### src/rtl/synth_pkg.sv
// Shared synth-voice definitions: envelope state encoding, default widths
// and the envelope full-scale constant.
package synth_pkg;

  localparam int SAMPLE_W_DEF = 16;
  localparam int ENV_W_DEF    = 16;

  // Full-scale envelope level for the default width.
  localparam logic [ENV_W_DEF-1:0] ENV_MAX = {ENV_W_DEF{1'b1}};

  typedef enum logic [2:0] {
    ST_IDLE    = 3'd0,
    ST_ATTACK  = 3'd1,
    ST_DECAY   = 3'd2,
    ST_SUSTAIN = 3'd3,
    ST_RELEASE = 3'd4
  } env_state_t;

endpackage

### src/rtl/env_vca.sv
// Envelope VCA stage: captures the oscillator sample on a tick, then on the
// following edge registers signed(sample) x unsigned(level), keeping the
// upper SAMPLE_W bits of the product (arithmetic truncation).
//
// Handshake: out_valid is a one-cycle qualifier with no ready/backpressure.
// sample_out is a new result only in the cycle out_valid is high; the
// downstream codec interface must take it in that cycle.
module env_vca #(
  parameter int SAMPLE_W = 16,
  parameter int ENV_W    = 16
) (
  input  logic                       Clk,
  input  logic                       Reset,
  input  logic                       sample_tick,
  input  logic signed [SAMPLE_W-1:0] sample_in,
  input  logic        [ENV_W-1:0]    env_level,
  output logic signed [SAMPLE_W-1:0] sample_out,
  output logic                       out_valid
);

  logic signed [SAMPLE_W-1:0]     cap_sample;
  logic                           cap_valid;
  logic signed [SAMPLE_W+ENV_W:0] product;
  logic                           unused_prod_msb;

  // Level is zero-extended so it multiplies as an unsigned gain.
  assign product         = cap_sample * $signed({1'b0, env_level});
  assign unused_prod_msb = product[SAMPLE_W+ENV_W];

  // Capture the sample alongside the tick that produced the new level.
  always_ff @(posedge Clk) begin
    if (Reset) begin
      cap_sample <= '0;
      cap_valid  <= 1'b0;
    end else begin
      cap_valid <= sample_tick;
      if (sample_tick) begin
        cap_sample <= sample_in;
      end
    end
  end

  // Scale the captured sample by the level registered on the tick edge.
  always_ff @(posedge Clk) begin
    if (Reset) begin
      sample_out <= '0;
      out_valid  <= 1'b0;
    end else begin
      out_valid <= cap_valid;
      if (cap_valid) begin
        sample_out <= product[SAMPLE_W+ENV_W-1:ENV_W];
      end
    end
  end

endmodule

### src/rtl/adsr_envelope.sv
// Per-voice ADSR envelope generator and VCA. Advances on sample_tick only;
// key edges are detected against the gate value seen at the previous tick.
// Build option: define ADSR_EXP_RELEASE_EN for exponential release
// (step = max(level >> release_rate[3:0], 1)); otherwise release is linear.
module adsr_envelope
  import synth_pkg::*;
#(
  parameter int SAMPLE_W = SAMPLE_W_DEF,
  parameter int ENV_W    = ENV_W_DEF
) (
  input  logic                       Clk,
  input  logic                       Reset,
  input  logic                       sample_tick,
  input  logic                       key_on,
  input  logic        [ENV_W-1:0]    attack_rate,
  input  logic        [ENV_W-1:0]    decay_rate,
  input  logic        [ENV_W-1:0]    sustain_level,
  input  logic        [ENV_W-1:0]    release_rate,
  input  logic signed [SAMPLE_W-1:0] sample_in,
  output logic signed [SAMPLE_W-1:0] sample_out,
  output logic                       out_valid,
  output logic        [ENV_W-1:0]    env_level,
  output logic        [2:0]          env_state
);

  localparam logic [ENV_W:0] FULL = {1'b0, {ENV_W{1'b1}}};

  env_state_t       state_q, state_d, entry_state;
  logic [ENV_W-1:0] level_q, level_d;
  logic             key_q;
  logic             key_rise, key_fall;
  logic [ENV_W:0]   attack_sum;
  logic [ENV_W:0]   decay_floor;
  logic [ENV_W-1:0] rel_step;

  assign key_rise    = key_on & ~key_q;
  assign key_fall    = ~key_on & key_q;
  assign attack_sum  = {1'b0, level_q} + {1'b0, attack_rate};
  // Decay lands on sustain once level - rate <= sustain, i.e. level <= sustain + rate.
  assign decay_floor = {1'b0, sustain_level} + {1'b0, decay_rate};

`ifdef ADSR_EXP_RELEASE_EN
  logic [ENV_W-1:0] rel_shift;
  logic             unused_rate_hi;
  assign rel_shift      = level_q >> release_rate[3:0];
  assign unused_rate_hi = ^release_rate[ENV_W-1:4];
  // Never step by less than 1 so release always reaches zero.
  assign rel_step       = (rel_shift == '0) ? {{(ENV_W-1){1'b0}}, 1'b1} : rel_shift;
`else
  assign rel_step = release_rate;
`endif

  // State, level and gate history advance only on a sample tick.
  always_ff @(posedge Clk) begin
    if (Reset) begin
      state_q <= ST_IDLE;
      level_q <= '0;
      key_q   <= 1'b0;
    end else if (sample_tick) begin
      state_q <= state_d;
      level_q <= level_d;
      key_q   <= key_on;
    end
  end

  // Gate edges override the current state before its step rule applies.
  always_comb begin
    entry_state = state_q;
    if (key_rise) begin
      entry_state = ST_ATTACK;
    end else if (key_fall && (state_q == ST_ATTACK || state_q == ST_DECAY ||
                              state_q == ST_SUSTAIN)) begin
      entry_state = ST_RELEASE;
    end
  end

  // Next state: each phase exits once its saturating step hits its target.
  always_comb begin
    state_d = entry_state;
    case (entry_state)
      ST_ATTACK:  if (attack_sum >= FULL)              state_d = ST_DECAY;
      ST_DECAY:   if ({1'b0, level_q} <= decay_floor)  state_d = ST_SUSTAIN;
      ST_SUSTAIN: state_d = ST_SUSTAIN;
      ST_RELEASE: if (level_q <= rel_step)             state_d = ST_IDLE;
      default:    state_d = ST_IDLE;
    endcase
  end

  // Next level: saturating step of the entry state's rule.
  always_comb begin
    level_d = level_q;
    case (entry_state)
      ST_ATTACK:  level_d = (attack_sum >= FULL) ? FULL[ENV_W-1:0] : attack_sum[ENV_W-1:0];
      ST_DECAY:   level_d = ({1'b0, level_q} <= decay_floor) ? sustain_level
                                                               : level_q - decay_rate;
      ST_SUSTAIN: level_d = sustain_level;
      ST_RELEASE: level_d = (level_q <= rel_step) ? '0 : level_q - rel_step;
      default:    level_d = '0;
    endcase
  end

  // Expose the live envelope state and level.
  always_comb begin
    env_state = state_q;
    env_level = level_q;
  end

  env_vca #(
    .SAMPLE_W (SAMPLE_W),
    .ENV_W    (ENV_W)
  ) u_env_vca (
    .Clk         (Clk),
    .Reset       (Reset),
    .sample_tick (sample_tick),
    .sample_in   (sample_in),
    .env_level   (level_q),
    .sample_out  (sample_out),
    .out_valid   (out_valid)
  );

endmodule
### config.mk
export PLATFORM = sky130hd
export DESIGN_NAME = adsr_envelope
export DESIGN_NICKNAME = d
export VERILOG_FILES = /design/src/rtl/synth_pkg.sv /design/src/rtl/env_vca.sv /design/src/rtl/adsr_envelope.sv
export SDC_FILE = /design/constraint.sdc
export NUM_CORES = 1
export LEC_CHECK = 0
export CORE_MARGIN = 8
export CORE_UTILIZATION = 30
export CTS_CLUSTER_DIAMETER = 150
export CTS_CLUSTER_SIZE = 25
export DETAILED_ROUTE_END_ITERATION = 10
export PLACE_DENSITY = 0.46
export SYNTH_ARGS = -nofsm -noshare
export SYNTH_HDL_FRONTEND = slang
export SYNTH_SLANG_ARGS = --single-unit
### constraint.sdc
create_clock -name Clk -period 10.28 [get_ports Clk]
set_clock_uncertainty 0.1 [all_clocks]
set_input_delay 1.028 -clock Clk [delete_from_list [all_inputs] [get_ports Clk]]
set_output_delay 1.028 -clock Clk [all_outputs]
set_load 0.03 [all_outputs]
==> results.toml, run 1 <==
[finish]
fin_nets = 2204
diodes = 0
area_delta_synth_final_pct = 14.2
fin_area_um2 = 16000
stdcell_count = 2338
drive_gt1_frac = 0.0283

[power]
switching_share = 0.467
clock_power_share = 0.185
leakagePower_nw = 7.91
pwr-share-comb = 0.569
p_per_area_nw_per_um2 = 67.8
seqPwrFrac = 0.246
peakVddDrop_v = 0.0000634
switchingPower_mw = 0.505
internal_power_mw = 0.577

[die]
dieWidth_um = 232
start_util = 0.302
die_area_um2 = 53800
core_region_area_um2 = 46300
die_h_um = 232
ios = 120
rows = 79

[critical_path]
critPathMaxFanout = 23
endpoint_kind = "flop"
start_kind = "flop"
worstSetupPathType = "reg2reg"
cp.required_ns = 10.40
critPathLaunch = "env_level[13]$_SDFFE_PP0P_"
r2r_start = "env_level[13]$_SDFFE_PP0P_"
critPathArrivalTime_ns = 7.29

[clock_network]
cts_tree = "built"
post_cts_buffers = 0
cts_buffer_depth = 2
cts_sinks = 54
cts_resized = 0
cts-root-buf = "clkbuf_16"
path_clk_slew_ns = 0.09
cts_max_level = 2
numCtsBuffers = 5
hold_buffers = 0
clock_latency_ns = 0.33

[place]
numPortBuffers = 119
dp_hpwl_um = 35800
place_congestion = 0.865
placed_cell_area_um2 = 15800
dp_cells = 2330

[yosys]
yosysWarnings = 0
ys_top_cells_by_count = "277 x inv_1, 197 x fa_1, 193 x ha_1"
synthFlopType = "dfxtp_1"
ys_ff_latch = 54
synth_area_leader_cell = "fa_1"
syn_nets = 2118
synth_enable_flop_cells = 0
yosysMostFrequentCell = "inv_1"
synthTopCellsByArea = "fa_1 28%, ha_1 17%, dfxtp_1 7.7%"
avgSynthCellArea_um2 = 8.50
yosysSeqAreaShare = 0.0773
yosys.area.top_type_share = 0.282
syn_inst = 1644
synthesis.area_um2 = 14000
async_reset_ff_frac = 0
synth.distinct_cells = 75

[hold_path]
hold_path_class = "reg2reg"
min_from = "u_env_vca.sample_out[13]$_SDFFE_PP0P_"

[drt]
viasPerCell = 5.03
wl_um = 44300
vias = 11800
dr.first_iter.drc_count = 622
drtPass1Iterations = 6
drc = 0
wl_per_cell_um = 19.0
final_antenna_net_count = 0

[sta]
fin_tns_setup_ns = 0
max_slew_margin = 0.264
whs_ns = 0.383
finalHoldViolCount = 0
rsz0062_at_grt = "false"
period_share = 0.698
tightest_slew_ns = 1.10
timing_max_transition_violations_final = 0
fin_crit_ns = 7.17
fmax_mhz = 139
setup_viol = 0

[grt]
grt_pass1_vias = 12700
grt_antenna_before_repair = 0
grt_pass1_wl_um = 70900
grt_overflow = 0
grt_max_degree = 47
track_usage = 0.167

[outcome]
status = "completed"

[flow_run]
cap_violations = 0
-- worst paths after layout --
| path | slack [ns] | end | cells past startpoint |
|---|---|---|---|
| min reg2reg | 0.38 | u_env_vca.sample_out[13]$_SDFFE_PP0P_ | 1 |
| min | 0.38 | u_env_vca.sample_out[13]$_SDFFE_PP0P_ | 1 |
| max reg2reg | 3.11 | u_env_vca.sample_out[14]$_SDFFE_PP0P_ | 21 |
| max | 3.11 | u_env_vca.sample_out[14]$_SDFFE_PP0P_ | 21 |
-- cell usage in the layout, fill, tap and decap left out, types with 8 or more instances in the layout --
master,Yosys,final
o21ai_1,8,8
and3_1,11,11
o21ai_0,33,33
xnor2_1,42,42
and2_1,120,120
a221o_1,10,10
xor2_1,22,22
fa_1,197,197
nand4_1,9,9
nor2b_1,18,18
ha_1,193,193
inv_1,277,277
mux2i_1,35,35
a31oi_1,8,8
buf_4,0,17
nand2b_1,11,11
nand2_1,175,175
clkdlybuf4s50_1,0,117
nor2_1,103,103
o21a_1,11,11
dfxtp_1,54,54
a21oi_1,47,47
a21o_1,31,31
a221oi_1,8,8
nand3_1,15,15
a22oi_1,9,9
nor3_1,22,22
a211oi_1,10,10
-- power groups by stage --
| stage | registers (mW) | logic, mW | clock network (mW) |
|---|---|---|---|
| after floorplan | 0.263 | 0.407 | 0 |
| after global placement | 0.272 | 0.614 | 0 |
| after detailed placement | 0.271 | 0.614 | 0 |
| after CTS | 0.266 | 0.620 | 0.209 |
| after global routing | 0.270 | 0.691 | 0.215 |
| final | 0.266 | 0.616 | 0.200 |
-- worst max-delay path, cell delays in order (launching register included) --
cell and delay, ns:
dfxtp_1 1.06, and2_1 0.27, fa_1 0.42, inv_1 0.08, fa_1 0.41, inv_1 0.09
fa_1 0.46, fa_1 0.51, fa_1 0.50, inv_1 0.05, fa_1 0.47, inv_1 0.04
ha_1 0.31, and3_1 0.23, a221oi_1 0.24, o21ai_1 0.13, a22o_1 0.29, o21ai_1 0.30
nand3_1 0.18, a221o_1 0.37, nor4bb_1 0.16, or3_1 0.38
-- area by class of cell --
class | count | area (um^2)
fill | 4940 | 30300
timing repair buffer | 136 | 1310
tap | 607 | 759
clock inverter | 3 | 28.8
inverter | 277 | 1040
sequential | 54 | 1080
multi-input combinational | 1256 | 11600
clock buffer | 5 | 125
-- flip-flops by register name, indices dropped and copies added, names as in the netlist --
register and flops:
env_level 16, u_env_vca.cap_sample 16, key_q 1, env_state 3
u_env_vca.sample_out 16, u_env_vca.cap_valid 1, u_env_vca.out_valid 1
-- through the flow --
step           setup slack [ns]  power, mW  utilization
5_1_grt                    2.68       1.18        0.345
2_1_floorplan              3.67      0.670            -
3_5_place_dp               3.18      0.886        0.342
4_1_cts                    3.15       1.10        0.345
3_3_place_gp               3.23      0.885        0.342
6_report                   3.11       1.08        0.345
-- layer usage --
metal / global-route usage / wire (um) / vias up
met5: 0 / 0 / -
met4: 0.0376 / 765 / 0
met3: 0.0177 / 1750 / 48
met2: 0.286 / 21000 / 272
met1: 0.224 / 20800 / 5884
li1: - / - / 5558
-- cell families (layout without fill, tap and decap cells) --
logic type      Yosys count  in the layout  share of synthesized area
simple gates            519            519                      0.185
fa+ha+maj               390            390                      0.455
buf+inv                 334            421                     0.0910
compound gates          247            247                      0.126
xor+xnor                 64             64                     0.0401
flops                    54             54                     0.0773
mux                      36             36                     0.0259
Power figures use the tool's default switching activity.
==> inputs of run 2 (changes only) <==
- clock period: 10.28 -> 7.3 ns (I/O delays scaled with it)
==> run 2 against run 1 <==
Compared with the run above: sequential power is 41% higher; flip-flop and latch count did not move; clock power increased by 41%; register-to-register slack worse by 2.7 ns; routed wire length shrank 1.6%; clock-buffer cell count is the same; final area is 1.1% higher; fmax increased by 3.9%; setup slack got worse by 2.7 ns; via count fell by 1.2%; cell count is 0.94% higher; worst hold slack better by 0.0017 ns; largest cell class unchanged; highest routed layer unchanged.
==> results.toml, run 2 (synthesis gave the netlist of run 1 again) <==
[grt]
grt_use_met1 = 0.223
grtUsageMet2 = 0.293
grt_max_degree = 47
grt_pass1_wl_um = 70800
track_usage = 0.167
grt-busiest-layer = "met2"
grt_pass1_vias = 12500
grt_antenna_before_repair = 1
met3_usage = 0.0134
grt_overflow = 0

[sta]
fmax_mhz = 145
rsz0062_at_grt = "false"
finalWorstSetupSlack_ns = 0.399
fin_tns_setup_ns = 0
tightest_slew_ns = 1.06
max_slew_margin = 0.292
period_share = 0.945
finalHoldViolCount = 0
fin_crit_ns = 6.90
setup_viol = 0
timing_max_transition_violations_final = 0

[clock_network]
numCtsBuffers = 5
cts_max_level = 2
path_clk_slew_ns = 0.09
clock_latency_ns = 0.32
cts-root-buf = "clkbuf_16"
hold_buffers = 0
cts_buffer_depth = 2
cts_tree = "built"
cts_sinks = 54

[hold_path]
min_from = "u_env_vca.sample_out[13]$_SDFFE_PP0P_"
hold_path_class = "reg2reg"

[die]
ios = 120
rows = 79
dieWidth_um = 232
start_util = 0.302
core_region_area_um2 = 46300
die_area_um2 = 53800
die_h_um = 232

[critical_path]
worstSetupPathType = "reg2reg"
start_kind = "flop"
cp.required_ns = 7.42
critPathArrivalTime_ns = 7.02
r2r_start = "u_env_vca.cap_sample[8]$_SDFFE_PP0P_"
critPathMaxFanout = 11
critPathLaunch = "u_env_vca.cap_sample[8]$_SDFFE_PP0P_"
endpoint_kind = "flop"

[drt]
drtPass1Iterations = 6
final_antenna_net_count = 0
dr.first_iter.drc_count = 613
drc = 0
viasPerCell = 4.93
vias = 11600
wl_per_cell_um = 18.5
wl_um = 43600

[place]
dp_cells = 2352
numPortBuffers = 119
post-place-ws_ns = 0.215
placed_cell_area_um2 = 16000
place_congestion = 0.858
dp_hpwl_um = 36100

[finish]
stdcell_count = 2360
finish.utilization = 0.349
final_common_cell = "inv_1"
layout_common_cells = "277 x inv_1, 197 x fa_1, 193 x ha_1"
diodes = 0
fin_nets = 2226
area_delta_synth_final_pct = 15.5
fin_area_um2 = 16100
drive_gt1_frac = 0.0456

[power]
peakVddDrop_v = 0.0000997
p_per_area_nw_per_um2 = 94.2
leakagePower_nw = 8.03

[outcome]
status = "completed"

[flow_run]
cap_violations = 0
[run 2: final timing paths]
check,endpoint,slack (ns),cells past startpoint
worst max register to register,u_env_vca.sample_out[14]$_SDFFE_PP0P_,0.40,20
worst min register to register,u_env_vca.sample_out[13]$_SDFFE_PP0P_,0.38,1
worst min-delay path,u_env_vca.sample_out[13]$_SDFFE_PP0P_,0.38,1
worst max-delay path,u_env_vca.sample_out[14]$_SDFFE_PP0P_,0.40,20
[run 2: layout make-up]
cell class	instances	area (um^2)
fill	4876	30100
sequential	54	1090
clock buffer	5	125
inverter	277	1040
multi-input combinational	1256	11600
tap	607	759
timing repair buffer	158	1470
clock inverter	3	28.8
[run 2: power breakdown]
| group | switching [mW] | internal, mW |
|---|---|---|
| clock | 0.150 | 0.133 |
| combinational | 0.490 | 0.373 |
| sequential | 0.0610 | 0.315 |
| total | 0.701 | 0.820 |
[run 2: timing repair]
action	4_1_cts	5_1_grt
buffers inserted	0	0
resized for setup	0	9
endpoints found under the setup margin	0	3
endpoints found under the hold margin	0	0
[run 2: worst max-delay path: stages (launching register included)]
cell	delay, ns
dfxtp_1	0.72
nand2_1	0.16
fa_1	0.52
fa_1	0.53
inv_1	0.06
fa_1	0.55
fa_1	0.42
fa_1	0.49
inv_1	0.05
fa_1	0.47
inv_1	0.04
ha_1	0.33
and3_1	0.23
a221oi_1	0.29
o21ai_1	0.15
a22o_1	0.30
o21ai_1	0.28
nand3_1	0.19
a221o_1	0.37
nor4bb_1	0.15
or3_1	0.37
[run 2: layer usage]
layer	vias up	wire length [um]
met2	211	21100
li1	5605	-
met3	31	1280
met1	5777	20700
met4	0	563
met5	-	0
[run 2: metrics by stage]
| step | hold WS (ns) | power (mW) |
|---|---|---|
| 3_3_place_gp | 0.371 | 1.25 |
| 6_report | 0.384 | 1.52 |
| 4_1_cts | 0.389 | 1.54 |
| 2_1_floorplan | 0.433 | 0.944 |
| 5_1_grt | 0.404 | 1.66 |
| 3_5_place_dp | 0.364 | 1.25 |
==> inputs of run 3 (changes only) <==
- DONT_BUFFER_PORTS: unset -> 1
- PLACE_DENSITY: 0.46 -> 0.43
==> run 3 against run 2 <==
Compared with the run above: total power is 5.8% lower; combinational power is 9.4% lower; highest routed layer unchanged; die area stayed put; clock power is 4% lower; register-to-register slack worse by 0.03 ns; largest power group unchanged; flip-flop and latch count stayed put; worst hold slack worse by 0.0019 ns; critical path depth is 1 higher.
==> results.toml, run 3 (synthesis gave the netlist of run 1 again) <==
[sta]
rsz0062_at_grt = "false"
tightest_slew_ns = 0.783
finalHoldViolCount = 0
setup_viol = 0
fin_tns_setup_ns = 0
period_share = 0.950
fin_crit_ns = 6.94
fmax_mhz = 144
timing_max_transition_violations_final = 0
max_slew_margin = 0.477

[finish]
multi_input_area_um2 = 11600
drive_gt1_frac = 0.0475
fillers = 5025
finish.utilization = 0.325
final-seq-area_um2 = 1080
layout_common_cells = "277 x inv_1, 197 x fa_1, 193 x ha_1"
final_common_cell = "inv_1"
area_delta_synth_final_pct = 7.36
diodes = 0
fin_nets = 2114

[hold_path]
holdPathStages = 1
hold_path_class = "in2reg"
min_from = "Reset"

[drt]
vias = 11200
viasPerCell = 4.98
wl_um = 43700
drtPass1Iterations = 5
final_antenna_net_count = 0
wl_per_cell_um = 19.4
drc = 0
dr.first_iter.drc_count = 663

[critical_path]
r2r_start = "env_level[8]$_SDFFE_PP0P_"
r2r_cells = 21
critPathArrivalTime_ns = 7.04
worstSetupPathType = "reg2reg"
endpoint_kind = "flop"
critPathMaxFanout = 9
cp.required_ns = 7.41
start_kind = "flop"
critPathLaunch = "env_level[8]$_SDFFE_PP0P_"

[clock_network]
cts_tree = "built"
numCtsBuffers = 5
cts_sinks = 54
cts-root-buf = "clkbuf_16"
clock_latency_ns = 0.32
cts_buffer_depth = 2
path_clk_slew_ns = 0.09
hold_buffers = 0
cts_max_level = 2

[grt]
grt_overflow = 0
track_usage = 0.164
grt_pass1_vias = 11800
grt_max_degree = 47
grt_antenna_before_repair = 0
grt_pass1_wl_um = 69100

[place]
place_congestion = 0.835
numPortBuffers = 0
dp_hpwl_um = 36900

[power]
p_per_area_nw_per_um2 = 95.4
leakagePower_nw = 7.61
peakVddDrop_v = 0.0000865

[die]
die_area_um2 = 53800
core_region_area_um2 = 46300
ios = 120
die_h_um = 232
dieWidth_um = 232
rows = 79
start_util = 0.302

[flow_run]
cap_violations = 0

[outcome]
status = "completed"
==> run 3: cell types whose count changed in the layout (fill, tap and decap cells not counted), sizes merged <==
| cell | previous run | this run |
|---|---|---|
| clkdlybuf4s50 | 117 | 0 |
| buf | 41 | 46 |
==> run 3: timing repair <==
action                     in CTS  in global routing
buffers inserted                0                  0
gates resized for setup         0                  3
setup endpoints to repair       0                  2
==> run 3: final cells by class <==
| type | instances | area share |
|---|---|---|
| inverter | 277 | 0.0693 |
| timing repair buffer | 46 | 0.0233 |
| sequential | 54 | 0.0722 |
| clock buffer | 5 | 0.00833 |
| tap | 607 | 0.0506 |
| multi-input combinational | 1256 | 0.775 |
| clock inverter | 3 | 0.00175 |
==> run 3: metrics by stage <==
stage / hold WS, ns / power (mW) / cell area (um^2) / std cells / worst slack, ns
floorplan: 0.433 / 0.944 / 14000 / 1644 / 0.689
global placement: 0.501 / 1.17 / 14900 / 2240 / 0.289
detailed placement: 0.499 / 1.17 / 14900 / 2240 / 0.307
CTS: 0.359 / 1.46 / 15000 / 2248 / 0.284
global route: 0.366 / 1.56 / 15000 / 2248 / 0.0381
finish: 0.382 / 1.43 / 15000 / 2248 / 0.365
==> run 3: per-layer routing <==
layer  GRT usage  wire, um
met1       0.216     19900
met2       0.286     21100
met3      0.0243      2220
met4      0.0271       499
met5           0         0
==> run 3: worst paths after layout <==
kind	end	slack, ns
worst min-delay path	u_env_vca.sample_out[12]$_SDFFE_PP0P_	0.38
worst max-delay path	u_env_vca.sample_out[14]$_SDFFE_PP0P_	0.36
worst max register to register	u_env_vca.sample_out[14]$_SDFFE_PP0P_	0.36
worst min register to register	key_q$_SDFFE_PP0P_	0.53
==> run 3: worst max-delay path, stage by stage (launching register included) <==
cell and delay, ns:
dfxtp_1 0.62, buf_4 0.27, nand2_1 0.09, fa_1 0.57, inv_1 0.06, fa_1 0.55
fa_1 0.43, fa_1 0.46, fa_1 0.49, inv_1 0.05, fa_1 0.47, inv_1 0.04
ha_1 0.31, and3_1 0.24, a221oi_1 0.27, o21ai_1 0.13, a22o_1 0.31, o21ai_1 0.29
nand3_1 0.19, a221o_1 0.37, nor4bb_1 0.15, or3_1 0.35
==> run 3: where the power goes <==
| group | internal [mW] | total [mW] | switching (mW) |
|---|---|---|---|
| clock | 0.131 | 0.272 | 0.141 |
| sequential | 0.314 | 0.379 | 0.0652 |
| combinational | 0.320 | 0.782 | 0.462 |
| total | 0.765 | 1.43 | 0.668 |
